File: config.mk
export PLATFORM = sky130hd
export DESIGN_NAME = mousetrap_fifo_sync
export DESIGN_NICKNAME = d
export VERILOG_FILES = /design/src/rtl/mousetrap_fifo_sync.sv
export SDC_FILE = /design/constraint.sdc
export NUM_CORES = 1
export LEC_CHECK = 0
export ABC_AREA = 1
export CAP_MARGIN = 20
export CORE_MARGIN = 4
export CORE_UTILIZATION = 60
export CTS_BUF_LIST = sky130_fd_sc_hd__clkbuf_8
export DETAILED_ROUTE_END_ITERATION = 8
export PLACE_DENSITY = 0.94
export SLEW_MARGIN = 20
export SYNTH_ARGS = -nofsm -noshare
export SYNTH_HDL_FRONTEND = slang
export SYNTH_SLANG_ARGS = --single-unit
File: constraint.sdc
create_clock -name clk -period 4.7 [get_ports clk]
set_input_delay 0.47 -clock clk [delete_from_list [all_inputs] [get_ports clk]]
set_output_delay 0.47 -clock clk [all_outputs]
set_load 0.05 [all_outputs]
File: src/rtl/mousetrap_fifo_sync.sv
// Clocked two-phase bundled-data FIFO: a synchronous successor to the MouseTrap latch stage.
// Optional synchronisers on ReqIn/AckOut let it bridge an asynchronous link into a clocked port.
module mousetrap_fifo_sync #(
    parameter int WIDTH       = 16,
    parameter int DEPTH       = 4,
    parameter int SYNC_STAGES = 2
) (
    input  logic                         clk,
    input  logic                         rst,
    input  logic                         ReqIn,
    input  logic [WIDTH-1:0]             DataIn,
    output logic                         AckIn,
    output logic                         ReqOut,
    output logic [WIDTH-1:0]             DataOut,
    input  logic                         AckOut,
    output logic [$clog2(DEPTH+1)-1:0]   Count
);

    localparam int CW = $clog2(DEPTH + 1);
    localparam int PW = $clog2(DEPTH);
    localparam logic [CW-1:0] FULL_CNT = CW'(DEPTH);

    logic             w_req_s;
    logic             w_ack_s;
    logic             w_pending;
    logic             w_busy;
    logic             w_write;
    logic             w_read;

    logic [WIDTH-1:0] r_mem [DEPTH];
    logic [PW-1:0]    r_wptr;
    logic [PW-1:0]    r_rptr;
    logic [CW-1:0]    r_count;
    logic             r_ack_in;
    logic             r_req_out;
    logic [WIDTH-1:0] r_dout;

    generate
        if (SYNC_STAGES == 0) begin : g_nosync
            assign w_req_s = ReqIn;
            assign w_ack_s = AckOut;
        end else begin : g_sync
            logic [SYNC_STAGES-1:0] r_req_sync;
            logic [SYNC_STAGES-1:0] r_ack_sync;

            // Shift towards the MSB; the MSB is the fully synchronised phase bit.
            always_ff @(posedge clk) begin
                if (rst) begin
                    r_req_sync <= '0;
                    r_ack_sync <= '0;
                end else begin
                    r_req_sync <= SYNC_STAGES'({r_req_sync, ReqIn});
                    r_ack_sync <= SYNC_STAGES'({r_ack_sync, AckOut});
                end
            end

            assign w_req_s = r_req_sync[SYNC_STAGES-1];
            assign w_ack_s = r_ack_sync[SYNC_STAGES-1];
        end
    endgenerate

    // A phase mismatch on either side is the whole handshake state.
    assign w_pending = (w_req_s != r_ack_in);
    assign w_busy    = (r_req_out != w_ack_s);
    assign w_write   = w_pending && (r_count < FULL_CNT);
    assign w_read    = !w_busy && (r_count != '0);

    always_ff @(posedge clk) begin
        if (!rst && w_write) begin
            r_mem[r_wptr] <= DataIn;
        end
    end

    always_ff @(posedge clk) begin
        if (rst) begin
            r_wptr    <= '0;
            r_rptr    <= '0;
            r_count   <= '0;
            r_ack_in  <= 1'b0;
            r_req_out <= 1'b0;
            r_dout    <= '0;
        end else begin
            if (w_write) begin
                r_wptr   <= r_wptr + PW'(1);
                r_ack_in <= ~r_ack_in;
            end
            if (w_read) begin
                r_dout    <= r_mem[r_rptr];
                r_rptr    <= r_rptr + PW'(1);
                r_req_out <= ~r_req_out;
            end
            // Full test uses the pre-edge count, so a same-cycle read never frees a slot early.
            case ({w_write, w_read})
                2'b10:   r_count <= r_count + CW'(1);
                2'b01:   r_count <= r_count - CW'(1);
                default: r_count <= r_count;
            endcase
        end
    end

    assign AckIn   = r_ack_in;
    assign ReqOut  = r_req_out;
    assign DataOut = r_dout;
    assign Count   = r_count;

endmodule

==> summary.txt, run 1 <==
Drt
  – Drt pass-1 iters: 5
  – Post-route ant nets: 0
  – Routed vias: about 2.9k
  – Detail-routed net length per standard cell: about 15 um
  – Avg Vias per Cell: 5.195
  – # DRC: 0
  – Post-Route WL: roughly 8300 um
  – Iteration-0 DRC Markers: 346

STA
  – RSZ-0062 raised after global routing: false
  – Final worst clock skew: approximately 0.0043 ns
  – Min Tclk post-route: 2.690 ns
  – Fmax: ~370 MHz
  – Setup TNS: 0 ns
  – Slew HR: between 40% and 50%
  – Fin. Hold Viols: 0
  – Max-slew violations: 0
  – Final period utilization: a little under three fifths
  – Least-Margin Pin Slew: slightly above 0.8 ns
  – Count of final setup violators: 0
  – Fin worst setup slack: ~2 ns

Place
  – Hpwl dp: approximately 5700 um
  – Routability-driven placement congestion ratio: slightly above 0.8
  – Worst slack at placement: 1.421 ns
  – Port Buffers: 40
  – Placed instance area: roughly 0.0044 sq mm

Synth
  – Flops & latches, synth: slightly above 90
  – Synth Area in Compound Gates: under 10%
  – Cells after synthesis: approximately 440
  – Avg Inst Size Synth: approximately 9.1 sq um
  – Adder-cell share of the synthesized area: just over 2%
  – Mux contribution to synthesized area: 0%
  – Syn nets: ~470
  – Post-synth cell types: 20
  – Synth warnings: 0
  – Register area share after synthesis: between 60% and 70%
  – Post-synth design cell area: about 0.004 sq mm
  – Largest family of logic cells by synthesized area: simple AND/OR/NAND/NOR gates
  – Synth Area in XOR/XNOR: 0%
  – Post-synthesis simple-gate area fraction: 21.49%

Pwr
  – Leakage: ~2.1 nW
  – Peak supply drop: a little under 0.3 mV
  – Total Power: between 2 and 3 mW
  – Pwr per Cell Area: 578.5 mW/mm^2

Outcome
  – Status: finished clean

Final layout
  – Post-Layout Inst Area: roughly 0.0046 sq mm
  – Commonest cells after routing, fill and taps aside: nand2_1 (125), inv_1 (101), edfxtp_1 (64)
  – Layout cells sized above 1: between 5 and 6%
  – Area grow syn2layout: 14.23%
  – Total Nets Final: 507
  – Commonest non-fill, non-tap cell in the layout: nand2_1
  – # diodes: 0

Worst setup path
  – Worst-path fanout max: 24
  – R2R Path End: Count[2]$_SDFFE_PP0P_
  – CP endpoint kind: flop
  – CP Launch Point: rst
  – Reg2reg setup slack: ~2.6 ns
  – Arr. time, crit path: between 2 and 3 ns
  – Critical Path RT: approximately 4.8 ns
  – Startpoint Class: primary input
  – Critical path class: in2reg
  – FF-to-FF path depth: 12
  – Reg2Reg Launch Point: Count[1]$_SDFFE_PP0P_

Die
  – Die X-Extent: about 90 um
  – Core area: approximately 0.0065 sq mm
  – I/O pin count: 41
  – Die Area: about 0.0081 sq mm
  – Starting density of the core: between 60% and 70%
  – Die Ht: about 90 um
  – FP Rows: 29

Clock tree
  – Setup bufs post-CTS: 0
  – Total CTS buffers: 9
  – Worst skew pair latency: approximately 0.37 ns
  – Resized cells post-CTS: 0
  – H-tree levels: 3
  – CTS clock-pin slew for the worst setup and hold paths: roughly 0.090 ns
  – CTS tree: yes
  – CTS Root Cell: clkbuf_8
  – Bufs on Longest Clock Path: 2
  – Clk sinks: 93
  – CTS Hold Bufs: 0

Global routing
  – Vias in the first global route: 2835
  – Largest net degree at the start of global routing: 37
  – Initial antenna violation count: 0
  – Total GRT Usage: between 20 and 25%
  – First-pass GRT wire length: approximately 14000 um
  – Grt ovf: 0

Worst hold path
  – Min-Delay Startpoint: g_sync.r_req_sync[0]$_SDFF_PP0_
  – Worst hold path type: reg2reg
  – Hold endpoint: g_sync.r_req_sync[1]$_SDFF_PP0_
  – Hold Path Stages: 2

Run
  – Max_cap viols: 0
worst max path at each step:
stage / endpoint / slack, ns / cells after the start
finish: r_mem[3][6]$_DFFE_PP_ / 2.01 / 5
detailed placement: r_mem[2][6]$_DFFE_PP_ / 1.42 / 4
global route: r_mem[3][10]$_DFFE_PP_ / 1.81 / 5
CTS: r_mem[2][9]$_DFFE_PP_ / 1.79 / 4
global placement: r_mem[1][6]$_DFFE_PP_ / 1.53 / 4
floorplan: r_mem[0][0]$_DFFE_PP_ / 2.51 / 6
worst max-delay path, cell delays in order:
cell	delay, ns
clkdlybuf4s50_1	0.52
inv_1	0.61
nand2_1	0.30
nor2_1	0.56
buf_4	0.30
cells in the mapped netlist:
cell      count  area share [%]
a21oi_1       5            0.62
buf_2         3            0.37
buf_4         4            0.74
buf_6         8             2.2
dfxtp_1      29              14
edfxtp_1     64              47
fa_1          1            0.49
ha_1          5             1.5
inv_1       101             9.4
inv_2         2            0.19
inv_4         1            0.15
inv_8         1            0.28
nand2_1     125              12
nand2_2       2            0.31
nand2_4       1            0.28
nand3_1      36             4.4
nand3_4       1            0.43
nor2_1       48             4.4
o21a_1        1            0.19
o21ai_0       5            0.62
flip-flops by register name (all words and copies together), names as in the netlist:
name               count
r_mem                 64
Count                  3
DataOut               16
ReqOut                 1
r_rptr                 2
g_sync.r_req_sync      2
g_sync.r_ack_sync      2
r_wptr                 2
AckIn                  1
report_power, final:
part	switching [mW]	leakage, nW	internal, mW
sequential	0.0749	0.817	0.985
combinational	0.766	1.20	0.347
clock	0.301	0.0907	0.203
total	1.14	2.11	1.54
logic make-up after synthesis:
kind of cell	count (synthesis)
fa+ha+maj	6
flops	93
buf+inv	120
compound gates	11
simple gates	213
through the flow:
step	hold WS (ns)	util, %	cells
after detailed placement	0.4208	68.66	547
final	0.4317	71.68	563
after global routing	0.4591	71.68	563
after global placement	0.3981	68.58	547
after floorplan	0.3883	-	443
after CTS	0.4356	71.64	563
layout make-up:
| cell class | instances | area, sq um |
|---|---|---|
| Fill cell | 421 | 1829 |
| Multi-Input combinational cell | 230 | 1018 |
| Timing Repair Buffer | 42 | 415.4 |
| Tap cell | 77 | 96.34 |
| Clock inverter | 7 | 68.82 |
| Clock buffer | 9 | 123.9 |
| Inverter | 105 | 404.1 |
| Sequential cell | 93 | 2502 |
per-layer routing:
layer | up-vias | track usage (%) | part of all wire [%]
met2 | 167 | 35.03 | 47
met3 | 24 | 3.923 | 9.4
met4 | 0 | 10.33 | 2.8
met1 | 1325 | 27.90 | 41
li1 | 1409 | - | -
met5 | - | 0 | 0
(Power assumes the default switching activity.)
==> run 2: changes to the inputs <==
Settings changed: CORE_UTILIZATION 60 to 59, PLACE_DENSITY 0.94 to 0.93.
Clock period 4.7 ns to 2.74 ns, I/O delays scaled along.
==> summary.txt, run 2 (same netlist as run 1, synthesis figures left out) <==
Drt
  – Post-route ant nets: 0
  – Detail-routed net length per standard cell: 15.63 um
  – Post-Route WL: approximately 8900 um
  – Drt pass-1 iters: 5
  – Avg Vias per Cell: around 5.3
  – Iteration-0 DRC Markers: 254
  – # DRC: 0
  – Routed vias: 3003

Worst setup path
  – Crit-path cells: inv_1, nand3_4, nand2_4, inv_1, ha_1, inv_1, fa_1, nand2_1, nand3_1, nand2_1, nand2_1, nor2_1
  – CP top delay family: simple AND/OR/NAND/NOR gates
  – Arr. time, crit path: approximately 2.4 ns
  – Worst-path fanout max: 34
  – CP Launch Point: Count[1]$_SDFFE_PP0P_
  – R2R Path End: Count[2]$_SDFFE_PP0P_
  – Critical Path RT: between 3 and 4 ns
  – Reg2Reg Launch Point: Count[1]$_SDFFE_PP0P_
  – Largest stage delay, worst path: between 0.3 and 0.4 ns
  – CP endpoint kind: flop
  – FF-to-FF path depth: 12
  – Crit path buf inv count: 3
  – Slowest CP cell: fa_1
  – Startpoint Class: flop
  – CP Depth: 12
  – Critical path class: reg2reg
  – CP endpoint: Count[2]$_SDFFE_PP0P_
  – Reg2reg setup slack: 0.70 ns

Die
  – Die Ht: 90.88 um
  – Die X-Extent: 90.88 um
  – FP Rows: 29
  – I/O pin count: between 40 and 50
  – Die Area: 0.008259 sq mm
  – Starting density of the core: between 60% and 70%
  – Core area: between 0.006 and 0.007 sq mm

STA
  – Fin. Hold Viols: 0
  – RSZ-0062 raised after global routing: false
  – Final worst clock skew: 0.005905 ns
  – Least-Margin Pin Slew: 0.6957 ns
  – Setup TNS: 0 ns
  – Min Tclk post-route: about 2.0 ns
  – Final period utilization: 74.56%
  – Fmax: just under 500 MHz
  – Max-slew violations: 0
  – Count of final setup violators: 0
  – Slew HR: between 50% and 60%
  – Hold slack: between 0.4 and 0.5 ns

Final layout
  – # diodes: 0
  – Area grow syn2layout: 15.71%
  – Top reg by flops: r_mem
  – Commonest cells after routing, fill and taps aside: nand2_1 (125), inv_1 (102), edfxtp_1 (64)
  – FILL cells: ~400
  – Register area: roughly 0.0025 sq mm
  – Area of the multi-input gates: about 0.0010 sq mm
  – Layout cells sized above 1: a little over 6%
  – Total Nets Final: around 500
  – Max reg flops: between 60 and 70
  – Commonest non-fill, non-tap cell in the layout: nand2_1

Pwr
  – Peak supply drop: about 0.52 mV
  – Pwr per Cell Area: about 1000 mW/mm^2
  – Leakage: ~2.2 nW

Clock tree
  – Setup bufs post-CTS: 0
  – CTS Hold Bufs: 0
  – Clk sinks: 93
  – Resized cells post-CTS: 0
  – CTS Root Cell: clkbuf_8
  – CTS tree: yes
  – H-tree levels: 3
  – Worst skew pair latency: between 0.3 and 0.4 ns
  – CTS clock-pin slew for the worst setup and hold paths: ~0.090 ns
  – Bufs on Longest Clock Path: 2
  – Total CTS buffers: 9

Global routing
  – Largest net degree at the start of global routing: 35
  – First-pass GRT wire length: between 10000 and 15000 um
  – Total GRT Usage: between 20% and 30%
  – Grt ovf: 0
  – Initial antenna violation count: 0
  – Vias in the first global route: approximately 3k

Outcome
  – Status: finished clean

Worst hold path
  – Worst hold path type: reg2reg

Place
  – Port Buffers: 40
  – Routability-driven placement congestion ratio: about 0.82
  – Hpwl dp: around 5500 um

Run
  – Max_cap viols: 0
==> run 2: cell types whose count changed in the layout (fill, tap and decap cells not counted), sizes merged <==
cell      delta
buf          +5
clkinvlp     -2
bufinv       +2
clkinv       -1
inv          +1
==> run 2: power by group <==
group	leakage, nW	total [mW]	internal [mW]	switching (mW)
registers	0.817	1.85	1.69	0.161
clock network	0.116	1.01	0.520	0.490
logic	1.23	1.95	0.604	1.35
==> run 2: worst min-delay path: cells and delay by family, from the launching register on <==
family	cells	cell delay [ns]
DFF	1	0.31
buffers and inverters	1	0.04
and+or+nand+nor	1	0.03
==> run 2: area by class of cell <==
class                      count  area share [%]
timing repair buffer          47           9.658
multi-input combinational    230           21.56
tap                           77           2.054
clock inverter                 7           2.108
sequential                    93           53.36
clock buffer                   9           2.641
inverter                     105           8.618
==> run 2: worst min-delay path by stage <==
stage	from	end	slack, ns	depth (start not counted)
after global routing	g_sync.r_req_sync[0]$_SDFF_PP0_	g_sync.r_req_sync[1]$_SDFF_PP0_	0.44	2
after global placement	g_sync.r_req_sync[0]$_SDFF_PP0_	g_sync.r_req_sync[1]$_SDFF_PP0_	0.40	2
after CTS	g_sync.r_req_sync[0]$_SDFF_PP0_	g_sync.r_req_sync[1]$_SDFF_PP0_	0.41	2
after detailed placement	g_sync.r_req_sync[0]$_SDFF_PP0_	g_sync.r_req_sync[1]$_SDFF_PP0_	0.40	2
final	g_sync.r_req_sync[0]$_SDFF_PP0_	g_sync.r_req_sync[1]$_SDFF_PP0_	0.41	2
after floorplan	rst	r_rptr[1]$_SDFFE_PP0P_	0.34	1
==> run 2: through the flow <==
stage	power, mW	utilization [%]	setup slack (ns)	instances	cell area [sq um]
after detailed placement	3.773	68.77	0.7237	552	4467
after floorplan	3.340	-	0.5482	443	4053
after CTS	4.814	72.20	0.6871	568	4690
after global routing	5.089	72.20	0.4942	568	4690
final	4.814	72.20	0.6971	568	4690
after global placement	3.656	68.77	0.8297	552	4467
==> run 2: routing by layer <==
layer  wire, um  GRT usage [%]  part of all wire (%)
met5          0              0                     0
met2       4583          39.72                    52
met3        673          6.167                   7.6
met1       3254          24.78                    37
met4        366          14.20                   4.1
==> run 3: changes to the inputs <==
Settings changed: CORE_UTILIZATION 59 to 53, PLACE_DENSITY 0.93 to 0.89.
Clock period 2.74 ns to 1.8 ns, I/O delays scaled along.
==> summary.txt, run 3 (same netlist as run 1, synthesis figures left out) <==
Outcome
  – Status: finished clean

Worst setup path
  – Largest stage delay, worst path: between 0.8 and 0.9 ns
  – CP top delay family: buffers and inverters
  – Reg2Reg Launch Point: Count[1]$_SDFFE_PP0P_
  – Critical Path RT: about 1.6 ns
  – CP endpoint kind: output port
  – CP Launch Point: DataOut[14]$_SDFFE_PP0P_
  – Crit-path cells: clkdlybuf4s50_1
  – Reg2reg setup slack: roughly 0.10 ns
  – CP endpoint: DataOut[14]
  – Startpoint Class: flop
  – CP Depth: 1
  – Critical path class: reg2out
  – Arr. time, crit path: ~1.6 ns
  – FF-to-FF path depth: 12
  – Worst-path fanout max: 2
  – Slowest CP cell: clkdlybuf4s50_1
  – R2R Path End: Count[2]$_SDFFE_PP0P_
  – Crit path buf inv count: 1

STA
  – Hold slack: about 0.35 ns
  – Fmax: around 580 MHz
  – Count of final setup violators: 0
  – Final period utilization: roughly 96%
  – Max-slew violations: 0
  – RSZ-0062 raised after global routing: true
  – Min Tclk post-route: between 1.5 and 2 ns
  – Fin. Hold Viols: 0
  – Least-Margin Pin Slew: about 0.52 ns
  – Final worst clock skew: 0.007934 ns
  – Slew HR: about two thirds

Drt
  – Routed vias: between 2k and 3k
  – # DRC: 0
  – Avg Vias per Cell: 4.879
  – Drt pass-1 iters: 5
  – Post-Route WL: 8048 um
  – Post-route ant nets: 0
  – Iteration-0 DRC Markers: 191
  – Detail-routed net length per standard cell: between 10 and 15 um

Pwr
  – Peak supply drop: 0.6639 mV
  – Total Power: 7.306 mW
  – Leakage: between 2 and 2.5 nW
  – Pwr per Cell Area: between 1000 and 1500 mW/mm^2

Final layout
  – Area grow syn2layout: 20.31%
  – Total Nets Final: roughly 520
  – Area of the multi-input gates: between 0.001 and 0.0015 sq mm
  – # diodes: 0
  – Register area: about 0.0025 sq mm
  – Max reg flops: 64
  – Top reg by flops: r_mem
  – FILL cells: slightly above 500
  – Commonest non-fill, non-tap cell in the layout: nand2_1
  – Commonest cells after routing, fill and taps aside: nand2_1 (124), inv_1 (101), edfxtp_1 (64)
  – Layout cells sized above 1: a little over a tenth

Die
  – Starting density of the core: between 50 and 60%
  – I/O pin count: 41
  – Core area: 0.007331 sq mm
  – Die Area: around 0.0091 sq mm
  – Die X-Extent: about 95 um
  – FP Rows: 31
  – Die Ht: approximately 95 um

Global routing
  – Initial antenna violation count: 0
  – Largest net degree at the start of global routing: 34
  – Vias in the first global route: 2937
  – Total GRT Usage: a little under a fifth
  – Grt ovf: 0
  – First-pass GRT wire length: ~13000 um

Clock tree
  – Total CTS buffers: 9
  – CTS tree: yes
  – CTS Hold Bufs: 0
  – CTS clock-pin slew for the worst setup and hold paths: 0.09 ns
  – CTS Root Cell: clkbuf_8
  – Worst skew pair latency: between 0.3 and 0.4 ns
  – H-tree levels: 3
  – Bufs on Longest Clock Path: 2
  – Clk sinks: 93

Worst hold path
  – Hold Path Stages: 3
  – Min-Delay Startpoint: AckOut
  – Worst hold path type: in2reg

Place
  – Hpwl dp: 5349 um
  – Port Buffers: 40
  – Routability-driven placement congestion ratio: 0.8446

Run
  – Max_cap viols: 0
## run 3: final cells by class
type	instances	share of cell area [%]
clock buffers	9	2.540
clock inverters	7	2.002
inverters	105	8.288
multi-input cells	230	21.45
flip-flops and latches	93	51.68
well taps	99	2.540
repair buffers	58	11.50
## run 3: per-stage QoR
step | instances | instance area, sq um | setup WS (ns) | TNS (ns) | utilization, %
CTS | 595 | 4825 | 0.02738 | 0 | 65.81
finish | 601 | 4876 | 0.06314 | 0 | 66.51
global route | 601 | 4876 | -0.01999 | -0.02107 | 66.51
global placement | 579 | 4603 | 0.1511 | 0 | 62.79
floorplan | 443 | 4099 | 0.02768 | 0 | -
detailed placement | 579 | 4603 | 0.04120 | 0 | 62.79
## run 3: how the worst min path moves through the flow
| stage | to | slack, ns |
|---|---|---|
| 6_report | g_sync.r_ack_sync[0]$_SDFF_PP0_ | 0.35 |
| 4_1_cts | g_sync.r_ack_sync[0]$_SDFF_PP0_ | 0.35 |
| 3_3_place_gp | g_sync.r_req_sync[1]$_SDFF_PP0_ | 0.40 |
| 5_1_grt | g_sync.r_ack_sync[0]$_SDFF_PP0_ | 0.35 |
| 3_5_place_dp | g_sync.r_ack_sync[1]$_SDFF_PP0_ | 0.40 |
| 2_1_floorplan | r_rptr[1]$_SDFFE_PP0P_ | 0.25 |
## run 3: where the power goes
| part | total [mW] | switching [mW] | internal (mW) |
|---|---|---|---|
| Sequential | 2.79 | 0.193 | 2.59 |
| Clock | 1.52 | 0.729 | 0.789 |
| Combinational | 3.00 | 2.02 | 0.983 |
## run 3: what timing repair did
action | 4_1_cts | 5_1_grt
endpoints found under the hold margin | 0 | 0
buffers inserted | 0 | 6
endpoints found under the setup margin | 0 | 28
resized for setup | 0 | 3
## run 3: layer usage
metal  wire, um  GRT usage [%]  share of wire, %  vias up
met5          0              0                 0        -
met4        208          10.66               2.6        0
met3        532          3.394               6.6       19
met2       4148          33.82                52      106
met1       3158          21.97                39     1362
li1           -              -                 -     1445
